## config.mk

```make
export PLATFORM = sky130hd
export DESIGN_NAME = conway_pixel_fetch
export DESIGN_NICKNAME = d
export VERILOG_FILES = /design/src/rtl/conway_pixel_fetch.sv
export SDC_FILE = /design/constraint.sdc
export NUM_CORES = 1
export LEC_CHECK = 0
export BUFFER_PORTS_ARGS = -buffer_cell sky130_fd_sc_hd__clkbuf_2
export CORE_MARGIN = 10
export CORE_UTILIZATION = 57
export DETAILED_ROUTE_END_ITERATION = 10
export PLACE_DENSITY = 0.8
export SYNTH_ARGS = -nofsm -noshare
export SYNTH_HDL_FRONTEND = slang
export SYNTH_SLANG_ARGS = --single-unit
```

## constraint.sdc

```tcl
create_clock -name clk -period 3.6 [get_ports clk]
set_input_delay 1.08 -clock clk [delete_from_list [all_inputs] [get_ports clk]]
set_output_delay 1.08 -clock clk [all_outputs]
set_load 0.01 [all_outputs]
```

## src/rtl/conway_pixel_fetch.sv

```systemverilog
// conway_pixel_fetch: VGA-side word prefetcher and cell unpacker for the Conway accelerator read port.
// Define PIXEL_RGB_EN to replace cell_out with 24-bit rgb_out.
module conway_pixel_fetch #(
  parameter int H_ACTIVE      = 1280,
  parameter int V_ACTIVE      = 1024,
  parameter int V_TOTAL       = 1066,
  parameter int WORDS_PER_ROW = 64,
  parameter int WORD_W        = 20,
  parameter int RD_LATENCY    = 2
) (
  input  logic              clk,
  input  logic              reset,
  input  logic              pix_en,
  input  logic [10:0]       hcount,
  input  logic [10:0]       vcount,
  output logic [15:0]       address_b,
  output logic              rd_req,
  input  logic [WORD_W-1:0] q_b,
  input  logic              wait_request,
  output logic              ready_sig,
`ifdef PIXEL_RGB_EN
  output logic [23:0]       rgb_out,
`else
  output logic              cell_out,
`endif
  output logic              cell_valid,
  output logic              underrun
);
  localparam int PW = $clog2(WORD_W);
  localparam int LW = $clog2(RD_LATENCY + 1);
  localparam int FW = $clog2(WORDS_PER_ROW + 1);

  typedef enum logic [1:0] {S_IDLE, S_ISSUE, S_WAIT} state_t;

  state_t            state_q, state_d;
  logic              armed_q, armed_d, next_full_q, next_full_d, discard_q, discard_d;
  logic              underrun_q, underrun_d, ready_q, ready_d, valid_q, valid_d;
  logic [WORD_W-1:0] next_word_q, next_word_d, shift_q, shift_d, fresh;
  logic [PW-1:0]     phase_q, phase_d;
  logic [LW-1:0]     lat_q, lat_d;
  logic [FW-1:0]     fetch_word_q, fetch_word_d;
  logic [9:0]        fetch_row_q, fetch_row_d;
  logic [15:0]       addr_q, addr_d;
  logic [10:0]       vnext;
  logic              visible, trig, accept, done, capture, start, load, hole;
`ifdef PIXEL_RGB_EN
  logic [23:0]       pix_q, pix_d;
`else
  logic              pix_q, pix_d;
`endif

  always_comb begin
    visible = pix_en && hcount < 11'(H_ACTIVE) && vcount < 11'(V_ACTIVE);
    trig    = pix_en && hcount == 11'(H_ACTIVE);
    vnext   = (vcount + 11'd1 == 11'(V_TOTAL)) ? 11'd0 : vcount + 11'd1;
    accept  = state_q == S_ISSUE && !wait_request;
    done    = state_q == S_WAIT && lat_q == LW'(RD_LATENCY);
    capture = done && !discard_q;
    // never launch on a trigger cycle: the address would still belong to the old row
    start   = state_q == S_IDLE && armed_q && !next_full_q && !trig && fetch_word_q < FW'(WORDS_PER_ROW);
    load    = visible && phase_q == '0;
    hole    = load && !next_full_q && !capture;
    fresh   = next_full_q ? next_word_q : capture ? q_b : '0;
  end

  always_comb state_d = start ? S_ISSUE : accept ? S_WAIT : done ? S_IDLE : state_q;

  always_comb rd_req = state_q == S_ISSUE;

  always_comb begin
    armed_d      = trig ? vnext < 11'(V_ACTIVE) : armed_q;
    fetch_row_d  = (trig && vnext < 11'(V_ACTIVE)) ? vnext[9:0] : fetch_row_q;
    fetch_word_d = trig ? '0 : (accept && !discard_q) ? fetch_word_q + 1'b1 : fetch_word_q;
    discard_d    = (discard_q || (trig && state_q != S_IDLE)) && !done;
    addr_d       = start ? {fetch_row_q, 6'(fetch_word_q)} : addr_q;
    lat_d        = accept ? LW'(1) : state_q == S_WAIT ? lat_q + 1'b1 : '0;
    next_word_d  = capture ? q_b : next_word_q;
    next_full_d  = !trig && (capture ? !load : next_full_q && !load);
    phase_d      = trig ? '0 : !visible ? phase_q : phase_q == PW'(WORD_W - 1) ? '0 : phase_q + 1'b1;
    shift_d      = !visible ? shift_q : load ? fresh : shift_q << 1;
    underrun_d   = underrun_q || (hole && armed_q);
    valid_d      = visible;
    ready_d      = pix_en && hcount == '0 && vcount == 11'(V_ACTIVE);
`ifdef PIXEL_RGB_EN
    pix_d        = !visible ? 24'h000000 : shift_d[WORD_W-1] ? 24'hFFFFFF : 24'h000040;
`else
    pix_d        = visible && shift_d[WORD_W-1];
`endif
  end

  always_ff @(posedge clk or posedge reset)
    if (reset) state_q <= S_IDLE;
    else state_q <= state_d;

  always_ff @(posedge clk or posedge reset) begin
    if (reset) begin
      armed_q      <= 1'b0;
      next_full_q  <= 1'b0;
      discard_q    <= 1'b0;
      underrun_q   <= 1'b0;
      ready_q      <= 1'b0;
      valid_q      <= 1'b0;
      next_word_q  <= '0;
      shift_q      <= '0;
      phase_q      <= '0;
      lat_q        <= '0;
      fetch_word_q <= '0;
      fetch_row_q  <= '0;
      addr_q       <= '0;
      pix_q        <= '0;
    end else begin
      armed_q      <= armed_d;
      next_full_q  <= next_full_d;
      discard_q    <= discard_d;
      underrun_q   <= underrun_d;
      ready_q      <= ready_d;
      valid_q      <= valid_d;
      next_word_q  <= next_word_d;
      shift_q      <= shift_d;
      phase_q      <= phase_d;
      lat_q        <= lat_d;
      fetch_word_q <= fetch_word_d;
      fetch_row_q  <= fetch_row_d;
      addr_q       <= addr_d;
      pix_q        <= pix_d;
    end
  end

  assign address_b  = addr_q;
  assign ready_sig  = ready_q;
  assign cell_valid = valid_q;
  assign underrun   = underrun_q;
`ifdef PIXEL_RGB_EN
  assign rgb_out    = pix_q;
`else
  assign cell_out   = pix_q;
`endif
endmodule

```

=== Word level (Yosys, flattened, before mapping) ===
Index checks and enable logic that the tools add are counted.

* Flip-flop bits (word level): 89
* Latch bits: 0
* RAM bits: 0
* Bits in read-only memories: 0
* Output and inout port bits: 21
* Logic and storage cells: 86
* Memories: 0

* Add/sub/neg operators: 4
* $mul: 0
* Div/mod/pow operators: 0
* Order comparisons: 4
* Equality and inequality tests: 7
* Shift operators: 0
* Muxes and demuxes: 16
* Bitwise gates (word level): 0
* Reductions and logical operators: 39

{| class="wikitable"
|+ Operators by type and width
! kind !! number
|-
| two-way mux 20 bit || 4
|-
| equality test 11 bit, second input constant || 3
|-
| < comparator 11 bit, second input constant || 3
|-
| logical AND 1 bit || 23
|-
| two-way mux 5 bit || 3
|-
| two-way mux 7 bit || 2
|-
| adder 11 x 1 -> 11 bit, second input constant || 1
|-
| zero test 11 bit || 1
|-
| two-way mux 11 bit || 1
|-
| two-way mux 2 bit || 5
|-
| adder 7 x 1 -> 7 bit, second input constant || 1
|-
| zero test 1 bit || 7
|-
| < comparator 7 bit, second input constant || 1
|-
| nonzero test 2 bit || 3
|-
| adder 5 x 1 -> 5 bit, second input constant || 1
|-
| equality test 5 bit, second input constant || 1
|-
| zero test 5 bit || 1
|-
| equality test 2 bit, second input constant || 2
|-
| nonzero test 3 bit || 1
|-
| adder 2 x 1 -> 2 bit, second input constant || 1
|-
| equality test 2 x 1 -> 1 bit, second input constant || 1
|-
| zero test 2 bit || 1
|-
| logical OR 1 bit || 2
|-
| two-way mux 1 bit || 1
|}

=== Logic depth before layout (Yosys ltp) ===
* Word-level depth: 8
* Gate-level depth with buffers: 9

=== Least setup slack after synthesis ===
Ideal clock, no wire load.

* Kind: input-to-reg
* From: input port vcount[0]
* To: register fetch_row_q[2]
* Arrival time: 2.666 ns
* Data required time: 3.475 ns
* Path slack: 0.809 ns
* Cell stages on the path: 8
* Cell sequence: ha_1 and4_1 nand2_1 and2_1 o211a_1 o21ai_1 buf_6 mux2_2

* Longest elaborated chain between the ends: 5

{| class="wikitable"
|+ Ends and longest elaborated chain
! element !! RTL line !! source
|-
| start, declared || 15 || <nowiki>input logic [10:0] vcount,</nowiki>
|-
| adder 11 x 1 -> 11 bit (*) || 55 || <nowiki>vnext = (vcount + 11'd1 == 11'(V_TOTAL)) ? 11'd0 : vcount + 11'd1;</nowiki>
|-
| equality test 11 bit || 55 ||
|-
| two-way mux 11 bit (*) || 55 ||
|-
| < comparator 11 bit || 72 || <nowiki>fetch_row_d = (trig && vnext < 11'(V_ACTIVE)) ? vnext[9:0] : fetch_row_q;</nowiki>
|-
| logical AND 1 bit || 72 ||
|-
| end signal, assigned || 123 || <nowiki>fetch_row_q <= fetch_row_d;</nowiki>
|-
| end, declared || 42 || <nowiki>logic [9:0] fetch_row_q, fetch_row_d;</nowiki>
|}

Mark *: on every way between the ends. The rest lies on a longest branch, timed or not.
A chain may end at the register's enable or synchronous reset.

=== Worst setup path in the final report ===
* From: input port vcount[0]
* To: register fetch_row_q[7]

The elaborated chain is that of the path after synthesis.

==> summary.md <==
| Metric | Value |
|---|---|
| Status | finished clean |
| Number of buffers and inverters on the critical path | 1 |
| DR vias | 3334 |
| First-pass GRT wire length | between 15000 and 20000 um |
| Final WL | slightly above 9000 um |
| Nets | 563 |
| Vias/cell | 5.43 |
| CTS resizes | 0 |
| Total Routing Usage GR | between 15 and 20% |
| Cell with the most instances after synthesis | nand2_1 |
| Clock sink total | between 80 and 90 |
| Setup bufs post-CTS | 0 |
| Synth top cells by count | 114 x nand2_1, 88 x dfrtp_1, 43 x a21oi_1, 25 x o21ai_0 |
| Max FO, Critical Path | 6 |
| Worst VDD drop | 0.219 mV |
| Synth Area per Inst | about 9.4 um2 |
| Synth Instances | 452 |
| Dpl hpwl | 6580 um |
| # IOs | between 60 and 70 |
| Multi-input logic area | 1880 um2 |
| Post-synth top area share | around 52% |
| Worst min-delay path class | flip-flop to flip-flop |
| Worst Skew | approximately 0.011 ns |
| Tot Pwr | 0.00220 W |
| Total CTS buffers | 9 |
| Fillers | a little under 600 |
| Ratio of cells with drive above 1 in the final layout | 21.7% |
| Headroom to the max-slew limit | between 40% and 50% |
| Fin crit period | 2.85 ns |
| CTS root buf | clkbuf_8 |
| Post-synthesis compound-gate area fraction | between 10% and 20% |
| Worst endpoint required time | 3.84 ns |
| DR pass1 iterations | 4 |
| Initial DRC count | around 110 |
| Simple-Gate Fraction of Synth Area | approximately a fifth |
| Die Height | between 100 and 150 um |
| Mapped cell area | ~4300 um2 |
| Seq/Total Area, Yosys | between 50% and 60% |
| RSZ-0062 raised after global routing | false |
| Syn Nets | 505 |
| Pre-CTS setup slack | ~0.41 ns |
| Final antenna-violating net count | 0 |
| P_leak | 2.45 nW |
| Library cells used by synthesis | just under 50 |
| Core area | around 7300 um2 |
| Synth area leaders | dfrtp_1 52%, nand2_1 10%, a21oi_1 5.0% |
| Period utilization | around four fifths |
| Initial antenna violation count | 0 |
| Setup TNS | 0 ns |
| Slew of the pin with the lowest slew margin | roughly 0.86 ns |
| Multiplexer area fraction after synthesis | about 6.5% |
| Die area | ~11000 um2 |
| FF/Latch Area | 2200 um2 |
| Gpl congestion | 0.885 |
| GRT overflow | 0 |
| # diodes | 0 |
| Crit path kind | input pin to flip-flop |
| Synth area leader | dfrtp_1 |
| Post-synthesis xor/xnor area fraction | 3.49% |
| WL/cell | between 15 and 20 um |
| Hold_buf cts | 0 |
| Final Hold Viols | 0 |
| Max Cap Viol | 0 |
| Synth Area in Adders | a little over 2% |
| Vias in the first global route | approximately 3400 |
| Clock transition at path regs | around 0.08 ns |
| Residual DRC count | 0 |
| I/O Buffers | 66 |
| Startpoint types | input pin |
| Power Dens Cells | 455 nW/um2 |
| Clock buffer depth | 2 |
| Syn. warnings | 0 |
| #FFs+latches synth | just under 90 |
| CTS tree | done |
| Post-synth ARST share | 100% |
| Worst skew pair latency | 0.35 ns |
| Cell breakdown of the critical path | clkbuf_2, ha_1, and4_1, nand2_1, and2_1, o211a_1, o21ai_1, mux2_2 |
| Count of final max-slew check failures | 0 |
| Main flop type after synthesis | dfrtp_1 |
| Final setup violation count | 0 |
| Die W | roughly 110 um |
| Syn-to-layout area delta | 13.5% |
| Number of flops mapped to enable cells by yosys | 0 |
| Crit. End Element | flip-flop |
| Largest net degree at the start of global routing | 50 |
| CP arrival | ~3 ns |
| Largest family of logic cells by synthesized area | simple AND/OR/NAND/NOR gates |
| Row Count | 31 |
| Initial core utilization | ~59% |
| H-tree depth | 3 |
| Worst path top cell family by delay | compound AO/OA/AOI/OAI gates |
| Max Freq | between 300 and 400 MHz |
| Crit path largest cell delay | approximately 0.40 ns |
| Setup ws final | between 0.7 and 0.8 ns |
| Worst path slowest cell | o21ai_1 |
## registers in the layout, summed over array words and instances, names as in the netlist
register and cells:
ready_sig 1, phase_q 5, discard_q 1, state_q 2
underrun 1, armed_q 1, address_b 16, shift_q 19
next_full_q 1, lat_q 2, next_word_q 20, cell_out 1
fetch_word_q 7, cell_valid 1, fetch_row_q 10
## tightest hold or removal path, cell delays in order, from the launching register on
cell	delay [ns]
dfrtp_1	0.34
nand2_1	0.05
nand2_1	0.06
## where the power goes
| part | leakage, nW | total, W | internal (W) | switching [W] |
|---|---|---|---|---|
| registers | 1.09 | 0.00119 | 0.00109 | 0.000103 |
| logic | 1.27 | 0.000373 | 0.000147 | 0.000225 |
| clock network | 0.0992 | 0.000641 | 0.000305 | 0.000336 |
## kinds of logic after synthesis
group                    Yosys count
XOR/XNOR                          17
multiplexers                      22
buffers and inverters             40
adder cells (fa/ha/maj)            7
flip-flops                        88
AO/OA/AOI/OAI                     86
AND/OR/NAND/NOR                  192
## path summary, 6_finish.rpt
path | start | depth (start not counted) | end | slack (ns)
setup / recovery | vcount[0] | 8 | fetch_row_q[7]$_DFFE_PP0P_ | 0.75
hold / removal | next_word_q[17]$_DFFE_PP0N_ | 2 | next_word_q[17]$_DFFE_PP0N_ | 0.48
setup reg to reg | next_full_q$_DFF_PP0_ | 5 | shift_q[3]$_DFFE_PP0P_ | 1.40
hold reg to reg | next_word_q[17]$_DFFE_PP0N_ | 2 | next_word_q[17]$_DFFE_PP0N_ | 0.48
max in group asynchronous | reset | 3 | next_word_q[17]$_DFFE_PP0N_ | 2.12
min in group asynchronous | reset | 2 | cell_valid$_DFF_PP0_ | 0.79
## final cells by class
type,instances,area share (%)
repair buffers,74,8.32
well taps,99,2.56
flip-flops and latches,88,45.5
clock inverters,3,0.310
multi-input cells,324,38.8
clock buffers,13,3.49
inverters,13,1.03
## stage by stage
step / util, % / area [um2] / instances / hold slack [ns]
after global routing: 66.8 / 4840 / 614 / 0.497
final: 66.8 / 4840 / 614 / 0.479
after floorplan: - / 4270 / 452 / 0.436
after CTS: 66.8 / 4840 / 614 / 0.481
after detailed placement: 64.2 / 4660 / 598 / 0.463
after global placement: 64.2 / 4660 / 598 / 0.449
## cell usage in the layout, fill, tap and decap left out, types with 3 or more instances in the layout
| cell | instances |
|---|---|
| nand3_1 | 24 |
| clkbuf_8 | 12 |
| clkbuf_2 | 66 |
| xor2_1 | 9 |
| inv_1 | 12 |
| xnor2_1 | 8 |
| mux2_2 | 10 |
| nor2_1 | 24 |
| nor3_1 | 3 |
| clkinv_2 | 4 |
| mux2_4 | 9 |
| nand4_1 | 6 |
| a21oi_1 | 43 |
| nand2_1 | 114 |
| buf_4 | 7 |
| dfrtp_1 | 88 |
| o2bb2ai_1 | 5 |
| ha_1 | 7 |
| o21ai_0 | 25 |
## metal layers
layer,track usage (%),vias up,part of all wire (%)
li1,-,1645,-
met1,21.0,1600,46
met3,5.50,9,6.0
met5,0,-,0
met2,25.6,80,47
met4,6.29,0,1.1
Power figures use the tool's default switching activity.
